==> src/rtl/argmax_pkg.sv <==
// Shared definitions for the argmax / max-unpool pooling datapath.
// Holds the index-width helper and the unpool FSM encoding.
package argmax_pkg;

  // Bit-count of n: log2(4) = 3, log2(5) = 3.
  function automatic int log2(input int n);
    int r;
    r = 0;
    for (int v = n; v > 0; v = v >> 1) begin
      r++;
    end
    return r;
  endfunction

  typedef enum logic {
    ST_IDLE   = 1'b0,
    ST_STREAM = 1'b1
  } unpool_state_t;

endpackage

==> src/rtl/argmax_unpool.sv <==
// Max-unpool: expands one (max, ind) pair into an N-element vector,
// streamed one element per beat with max at position ind.
module argmax_unpool
  import argmax_pkg::*;
#(
  parameter int N = 4,
  parameter int M = 8
) (
  input  logic                 clk,
  input  logic                 rst,
  input  logic                 in_valid,
  output logic                 in_ready,
  input  logic [M-1:0]         in_max,
  input  logic [log2(N)-1:0]   in_ind,
  output logic                 out_valid,
  input  logic                 out_ready,
  output logic [M-1:0]         out_data,
  output logic [log2(N)-1:0]   out_idx,
  output logic                 out_last,
  output logic                 err
);

  localparam int S = log2(N);
  localparam logic [S-1:0] LAST = S'(N - 1);
  localparam logic [S:0]   NUM  = (S + 1)'(N);

  unpool_state_t  state;
  logic [M-1:0]   max_r;
  logic [S-1:0]   ind_r;
  logic [S-1:0]   idx;

  logic           in_xfer;
  logic           out_beat;
  logic           streaming;

  assign streaming = (state == ST_STREAM);
  assign out_valid = streaming;
  assign out_idx   = idx;
  assign out_last  = streaming && (idx == LAST);
  // An out-of-range ind_r never matches idx, so that vector is all zero.
  assign out_data  = (streaming && (idx == ind_r)) ? max_r : '0;

  // Reload on the final beat keeps vectors back-to-back.
  assign in_ready  = !streaming || (out_ready && out_last);
  assign in_xfer   = in_valid && in_ready;
  assign out_beat  = out_valid && out_ready;

  always_ff @(posedge clk) begin
    if (rst) begin
      state <= ST_IDLE;
      max_r <= '0;
      ind_r <= '0;
      idx   <= '0;
      err   <= 1'b0;
    end else if (in_xfer) begin
      state <= ST_STREAM;
      max_r <= in_max;
      ind_r <= in_ind;
      idx   <= '0;
      if ({1'b0, in_ind} >= NUM) begin
        err <= 1'b1;
      end
    end else if (out_beat) begin
      if (out_last) begin
        state <= ST_IDLE;
        idx   <= '0;
      end else begin
        idx   <= idx + S'(1);
      end
    end
  end

endmodule

==> config.mk <==
export PLATFORM = sky130hd
export DESIGN_NAME = argmax_unpool
export DESIGN_NICKNAME = d
export VERILOG_FILES = /design/src/rtl/argmax_pkg.sv /design/src/rtl/argmax_unpool.sv
export SDC_FILE = /design/constraint.sdc
export NUM_CORES = 1
export LEC_CHECK = 0
export ABC_AREA = 0
export CAP_MARGIN = 15
export CORE_ASPECT_RATIO = 1.75
export CORE_MARGIN = 3
export CORE_UTILIZATION = 25
export CTS_CLUSTER_SIZE = 10
export DETAILED_ROUTE_END_ITERATION = 10
export PLACE_DENSITY = 0.65
export SETUP_SLACK_MARGIN = 0.05
export SKIP_LAST_GASP = 1
export SLEW_MARGIN = 0
export SYNTH_ARGS = -nofsm -noshare
export SYNTH_HDL_FRONTEND = slang
export SYNTH_SLANG_ARGS = --single-unit
==> constraint.sdc <==
create_clock -name clk -period 1.3 [get_ports clk]
set_clock_uncertainty 0.05 [all_clocks]
set_input_delay 0.26 -clock clk [delete_from_list [all_inputs] [get_ports clk]]
set_output_delay 0.26 -clock clk [all_outputs]
set_load 0.02 [all_outputs]
After elaboration in Yosys (flattened, before gate mapping)
Cells that the tools add are included.

Bits in registers: 16. Logic and storage cells: 26.

Reductions and logical operators: 12. $lt $le $gt $ge: 1. Equality and inequality tests: 2. Mux-type cells: 5. $add $sub $neg: 1.

Operators with widths (count): $mux W8 (1); $logic_and A1 B1 Y1 (5); $reduce_and A2 Y1 (2); $reduce_bool A2 Y1 (2); $add A3 B1 Y3 const B (1); $eq A3 B2 Y1 const B (1); $eq A3 B3 Y1 (1); $ge A3 B3 Y1 const B (1); $mux W1 (3); $mux W3 (1); $reduce_or A2 Y1 (1); $logic_not A1 Y1 (1); $logic_or A1 B1 Y1 (1).

Longest topological paths before layout
Gate-level depths: netlist (run 1).

Word-level depth: 7. Depth in mapped cells: 5. Depth with buffers taken out: 4.

Worst setup path before layout (run 1)
No wires, ideal clock.

Path kind: reg-to-reg. Start: register idx[0] (netlist: out_idx[0]). End: register idx[1] (netlist: out_idx[1]). Path slack: -0.351 ns. Cell stages (with the launch flop): 5. Arrival time: 1.522 ns. Path buffers: 0. Cell sequence: dfxtp_1 -> ha_1 -> and3b_1 -> or3b_1 -> a211oi_2.

Word-level cells in the longest chain between the ends: 6. Elaborated cells on any way between the ends: 8.

RTL lines: start, declared (RTL line argmax_unpool.sv:30) `logic [S-1:0] idx;`; start signal, assigned (RTL line argmax_unpool.sv:68) `idx <= idx + S'(1);`; $eq A3 B2 Y1 (*) (RTL line argmax_unpool.sv:39) `assign out_last = streaming && (idx == LAST);`; $logic_and A1 B1 Y1 (*) (RTL line argmax_unpool.sv:39); via out_last (RTL line argmax_unpool.sv:19) `output logic out_last,`; $logic_and A1 B1 Y1 (RTL line argmax_unpool.sv:44) `assign in_ready = !streaming || (out_ready && out_last);`; $logic_or A1 B1 Y1 (RTL line argmax_unpool.sv:44); $logic_and A1 B1 Y1 (RTL line argmax_unpool.sv:45) `assign in_xfer = in_valid && in_ready;`; $reduce_or A2 Y1 (no source line).

Mark *: on every way through the listed nets, which the timed path passes. The rest lies on a longest branch. A chain may end at the register's enable or synchronous reset.

Worst setup path in the final report (run 1)
Start: register idx[0] (netlist: out_idx[0]). End: output port out_data[7].

Word-level cells in the longest chain between the ends: 3.

RTL lines: $eq A3 B3 Y1 (RTL line argmax_unpool.sv:41) `assign out_data = (streaming && (idx == ind_r)) ? max_r : '0;`; $logic_and A1 B1 Y1 (RTL line argmax_unpool.sv:41); $mux W8 (RTL line argmax_unpool.sv:41); end, declared (RTL line argmax_unpool.sv:17) `output logic [M-1:0] out_data,`.

Every way passes these cells.

==> results of run 1 <==
==> kinds of logic after synthesis <==
kind of cell / after synthesis / share of synthesized area, %
adder cells (fa/ha/maj): 1 / 1.69
flip-flops: 16 / 43.4
buffers and inverters: 7 / 3.90
XOR/XNOR: 3 / 3.56
AND/OR/NAND/NOR: 34 / 27.8
AO/OA/AOI/OAI: 27 / 19.7
==> cell usage after synthesis <==
library cell / number / area [sq um]
and4b_2: 2 / 22.5
nor2b_1: 1 / 6.26
xnor2_1: 3 / 26.3
a211oi_2: 1 / 12.5
a21oi_1: 13 / 65.1
nand4b_1: 1 / 8.76
o21ai_0: 12 / 60.1
clkbuf_1: 3 / 11.3
dfxtp_1: 16 / 320
a211oi_1: 1 / 7.51
and2_1: 8 / 50.1
ha_1: 1 / 12.5
nand3_1: 12 / 60.1
and4_1: 1 / 8.76
or3b_1: 1 / 8.76
nand2_1: 5 / 18.8
or3_1: 1 / 6.26
buf_2: 2 / 10.0
and3b_1: 1 / 8.76
nand2b_1: 1 / 6.26
inv_1: 2 / 7.51
==> flip-flops by register name, summed over array words and instances, names as in the netlist <==
name	count
max_r	8
ind_r	3
out_idx	3
err	1
out_valid	1
==> cell type report <==
class	count	share of cell area, %
Multi-Input combinational cell	65	37.3
Timing Repair Buffer	47	32.8
Sequential cell	16	24.0
Clock buffer	3	2.96
Tap cell	27	2.42
Inverter	2	0.539
==> power breakdown <==
group          leakage (nW)  internal, W  switching (W)
Combinational         0.388     0.000130       0.000109
Sequential            0.135     0.000514      0.0000157
Clock                0.0216     0.000205       0.000158
Total                 0.544     0.000850       0.000282
==> how the worst max path moves through the flow <==
| stage | start | end | slack [ps] | depth (start not counted) |
|---|---|---|---|---|
| global placement | out_ready | in_ready | -610 | 4 |
| floorplan | out_idx[1] | out_idx[1] | -150 | 4 |
| CTS | out_idx[2] | out_data[2] | -310 | 4 |
| global route | out_idx[0] | out_data[7] | -340 | 4 |
| finish | out_idx[0] | out_data[7] | -300 | 4 |
| detailed placement | out_ready | in_ready | -610 | 4 |
==> routing by layer <==
metal / global-route usage (%) / vias up / part of all wire [%] / wire length [microns]
li1: - / 403 / - / -
met1: 14.3 / 372 / 38 / 801
met2: 22.1 / 27 / 52 / 1110
met3: 2.32 / 4 / 8.2 / 173
met4: 6.65 / 0 / 1.4 / 30
met5: 0 / - / 0 / 0
==> critical path, cell delays in order (launching register included) <==
cell	delay [ps]
dfxtp_4	350
xnor2_2	130
and4_4	290
and2_2	160
buf_6	110
==> what timing repair did <==
action / 4_1_cts / 5_1_grt
setup endpoints to repair: 29 / 24
endpoints found under the hold margin: 0 / 0
buffers inserted: 1 / 0
gates resized for setup: 101 / 12
gates cloned: 1 / 0
pin swaps: 9 / 8
==> per-stage QoR <==
stage	util (%)	setup TNS, ps
final	50.6	-4230
after global routing	50.6	-5740
after CTS	49.3	-5170
after detailed placement	44.0	-10330
after global placement	44.0	-10000
after floorplan	-	-455
==> implementation parameters, run 1 <==
Parameter                              Value

Cells and area
  Layout cells sized above 1    between 50% and 60%
  Area occupied by multi-input gates    ~520 sq um
  Final Cell Area    0.00139 sq mm
  Register area    334 sq um
  Top library cells by usage in the layout, fill and taps aside    clkdlybuf4s50_1, buf_4, nand3_1, buf_6, o21ai_2
  Final standard cell count with taps included and fillers excluded    between 150 and 200
  Number of nets in the final layout    151
  Number of inserted diodes    0
  Layout filler cell count    271
  Layout-stage area growth over the synthesis result    88.8%

Worst setup path
  Worst Path Class, Setup    reg2out
  Reg2Reg Depth    5
  Worst R2R Setup Slack    -260 ps
  Worst path arrival time    1290 ps
  Type of element capturing the critical path    primary output
  Required time of the critical path    between 900 and 1000 ps
  Worst-path fanout max    8
  FF-to-FF Start    out_idx[0]
  Category of the worst setup path launch point    register
  Endpoint of the most critical register-to-register path    out_idx[1]

STA
  Setup repair after global routing missed its margin    true
  Slew at the pin closest to its max-slew limit    248 ps
  Final min period    1600 ps
  Endpoints failing setup    24
  Number of failing hold endpoints at the final stage    0
  Max Fclk    0.625 GHz
  Worst setup slack after layout    -300 ps
  Worst hold slack    399 ps
  Ratio of final minimum period to clock period    123%
  Pins over their slew limit    0
  Worst relative slew slack    a little over four fifths

Global route
  First-pass GRT wire length    3550 microns
  Overflow after GRT    0
  Via count of the first global-routing pass    828
  Largest net degree at the start of global routing    11
  GRT Overall Usage    13.0%
  Antenna violations before repair    0

Clock tree
  Clock tree sinks    16
  Number of levels the H-tree was split into    1
  Post-CTS Hold Buffers    0
  Insertion delay to the later sink of the worst-skew pair    between 200 and 250 ps
  Clock tree root driver cell    clkbuf_8
  Clock tree from TritonCTS    yes
  Clock-pin slew of the registers on the worst-case setup and hold paths    60 ps
  Maximum count of clock buffers along a single path    2
  Number of buffers inserted during clock tree synthesis    3

Worst hold path
  Worst min path class    reg2reg
  Startpoint of the lowest-slack hold path    err
  End of the worst hold path    err
  Worst Hold Path Cells    2

Die
  Row count    25
  Chip width    47.1 microns
  Initial core utilization    between 20% and 30%
  Die area    0.00367 sq mm
  Chip height    77.9 microns
  Io pins    30
  Area of the core    0.00275 sq mm

Detailed routing
  Detailed-route wire length    ~2100 microns
  Routed length per placed instance    13.2 microns
  Number of DRC violations after detailed-routing iteration 0    10
  Vias/cell    5.04
  Post-route ant nets    0
  Via count    806
  DRC violation count after routing    0
  First-pass DRT Iterations    4

Run
  Number of maximum-capacitance violations    0

Yosys
  YS warnings    0
  Number of synthesized register bits    16
  Seq/Total Area, Yosys    between 40% and 50%
  Post-synthesis cell type count    21
  Cell count after synthesis    88
  Mean cell area of the mapped netlist    8.39 sq um
  Post-Syn Nets    104
  Post-Synthesis Cell Area    738 sq um

Pwr
  VDD IR-drop max    0.492 mV
  Power per standard cell area    812 mW/mm^2
  P_leak    between 0.5 and 0.6 nW
  Power consumption    between 0.001 and 0.0015 W

Outcome
  Result of the run    finished, violations left
  Failing checks    setup timing

Place
  # placed instances    155
  Placed cell area    roughly 0.0012 sq mm
  Pre-CTS worst setup slack    -612 ps
  Routability Congestion    0.788
  Final HPWL from detailed placement    ~1600 microns
  Port buffer count    29
No activity file was read; power rests on OpenSTA's default activity.
==> run 2: changes to the inputs <==
--- a/config.mk
+++ b/config.mk
@@ -12,6 +12,8 @@
 export CORE_UTILIZATION = 25
 export CTS_CLUSTER_SIZE = 10
 export DETAILED_ROUTE_END_ITERATION = 10
+export GPL_ROUTABILITY_DRIVEN = 0
+export MAX_ROUTING_LAYER = met4
 export PLACE_DENSITY = 0.65
 export SETUP_SLACK_MARGIN = 0.05
 export SKIP_LAST_GASP = 1
==> implementation parameters, run 2 (synthesis results as in run 1) <==
Parameter                              Value

Cells and area
  Layout-stage area growth over the synthesis result    88.8%
  Register area    roughly 330 sq um
  Final standard cell count with taps included and fillers excluded    160
  Number of flip-flops under the largest register name    8
  Number of nets in the final layout    roughly 150
  Layout cells sized above 1    between 50% and 60%
  Area occupied by multi-input gates    between 500 and 600 sq um
  Most flop-heavy register    max_r
  Top library cells by usage in the layout, fill and taps aside    clkdlybuf4s50_1, buf_4, nand3_1, buf_6, o21ai_2
  Number of inserted diodes    0
  Layout filler cell count    271
  Final Cell Area    0.00139 sq mm

Worst hold path
  Worst min path class    reg2reg
  Worst Hold Path Cells    2
  End of the worst hold path    err
  Startpoint of the lowest-slack hold path    err

STA
  Endpoints failing setup    24
  Worst hold slack    399 ps
  Pins over their slew limit    0
  Worst relative slew slack    between 80% and 90%
  Final min period    1600 ps
  Worst setup slack after layout    -301 ps
  Slew at the pin closest to its max-slew limit    247 ps
  Number of failing hold endpoints at the final stage    0
  Max Fclk    around 0.62 GHz
  Ratio of final minimum period to clock period    123%
  Setup repair after global routing missed its margin    true

Worst setup path
  FF-to-FF Start    out_idx[0]
  Worst-path fanout max    8
  Worst path arrival time    1290 ps
  Endpoint of the most critical register-to-register path    out_idx[1]
  Sequence of cells on the critical path    xnor2_2 -> and4_4 -> and2_2 -> buf_6
  Category of the worst setup path launch point    register
  Reg2Reg Depth    5
  Required time of the critical path    990 ps
  Crit path max-delay cell type    dfxtp_4
  Type of element capturing the critical path    primary output
  Worst Path Class, Setup    reg2out
  Max incr delay on CP    350 ps
  Worst R2R Setup Slack    -260 ps

Detailed routing
  Via count    between 800 and 900
  Post-route ant nets    0
  Number of DRC violations after detailed-routing iteration 0    8
  Routed length per placed instance    approximately 13 microns
  DRC violation count after routing    0
  Detailed-route wire length    2100 microns
  Vias/cell    5.03
  First-pass DRT Iterations    4

Global route
  Largest net degree at the start of global routing    11
  Overflow after GRT    0
  Antenna violations before repair    0
  GRT Overall Usage    13.3%
  Via count of the first global-routing pass    829
  First-pass GRT wire length    roughly 3600 microns

Pwr
  VDD IR-drop max    around 0.5 mV
  P_leak    0.544 nW
  Power per standard cell area    around 810 mW/mm^2

Clock tree
  Number of buffers inserted during clock tree synthesis    3
  Clock tree root driver cell    clkbuf_8
  Maximum count of clock buffers along a single path    2
  Insertion delay to the later sink of the worst-skew pair    240 ps
  Clock tree from TritonCTS    yes
  Clock tree sinks    16
  Clock-pin slew of the registers on the worst-case setup and hold paths    approximately 60 ps
  Number of levels the H-tree was split into    1

Outcome
  Failing checks    setup timing
  Result of the run    finished, violations left

Place
  Final HPWL from detailed placement    1570 microns
  Placed cell area    approximately 0.0012 sq mm
  Port buffer count    29
  # placed instances    around 160
  Pre-CTS worst setup slack    -612 ps

Die
  Area of the core    0.00275 sq mm
  Chip height    77.9 microns
  Die area    between 0.003 and 0.004 sq mm
  Chip width    around 47 microns
  Initial core utilization    between 20% and 30%
  Io pins    30
  Row count    25

Run
  Number of maximum-capacitance violations    0
## run 2: timing repair
| action | CTS | global route |
|---|---|---|
| hold buffers | 0 | 0 |
| resized for setup | 101 | 12 |
| buffers inserted | 1 | 0 |
| pin swaps | 9 | 8 |
| cloned | 1 | 0 |
| endpoints found under the setup margin | 29 | 24 |
## run 2: cell type report
class                      instances  share of cell area (%)
tap                               27                    2.42
inverter                           2                   0.539
clock buffer                       3                    2.96
multi-input combinational         65                    37.3
sequential                        16                    24.0
timing repair buffer              47                    32.8
## run 2: where the power goes
part | switching [W] | leakage (nW) | internal, W
clock network | 0.000158 | 0.0216 | 0.000205
logic | 0.000108 | 0.388 | 0.000130
registers | 0.0000157 | 0.135 | 0.000514
total | 0.000282 | 0.544 | 0.000850
## run 2: metal layers
| layer | vias to the layer above | GRT usage (%) | wire (microns) |
|---|---|---|---|
| met5 | - | - | 0 |
| met3 | 4 | 2.32 | 173 |
| met2 | 27 | 22.1 | 1100 |
| met1 | 370 | 14.3 | 795 |
| li1 | 403 | - | - |
| met4 | 0 | 6.65 | 30 |
## run 2: worst max-delay path by stage
stage                          start          end  slack (ps)  cells past startpoint
after floorplan           out_idx[1]   out_idx[1]        -150                      4
after global placement     out_ready     in_ready        -610                      4
after detailed placement   out_ready     in_ready        -610                      4
after CTS                 out_idx[2]  out_data[2]        -310                      4
after global routing      out_idx[0]  out_data[7]        -340                      4
final                     out_idx[0]  out_data[7]        -300                      4
## run 2: through the flow
step,TNS [ps],util (%),power (W)
after detailed placement,-10330,44.0,0.000744
after global placement,-10000,44.0,0.000739
after floorplan,-455,-,0.000625
final,-4230,50.6,0.00113
after CTS,-5170,49.3,0.00113
after global routing,-5710,50.6,0.00118
## run 2: critical path: cells and delay by family (launching register included)
family / cells / cell delay [ps]
flip-flops: 1 / 350
AND/OR/NAND/NOR: 2 / 450
XOR/XNOR: 1 / 130
buffers and inverters: 1 / 110
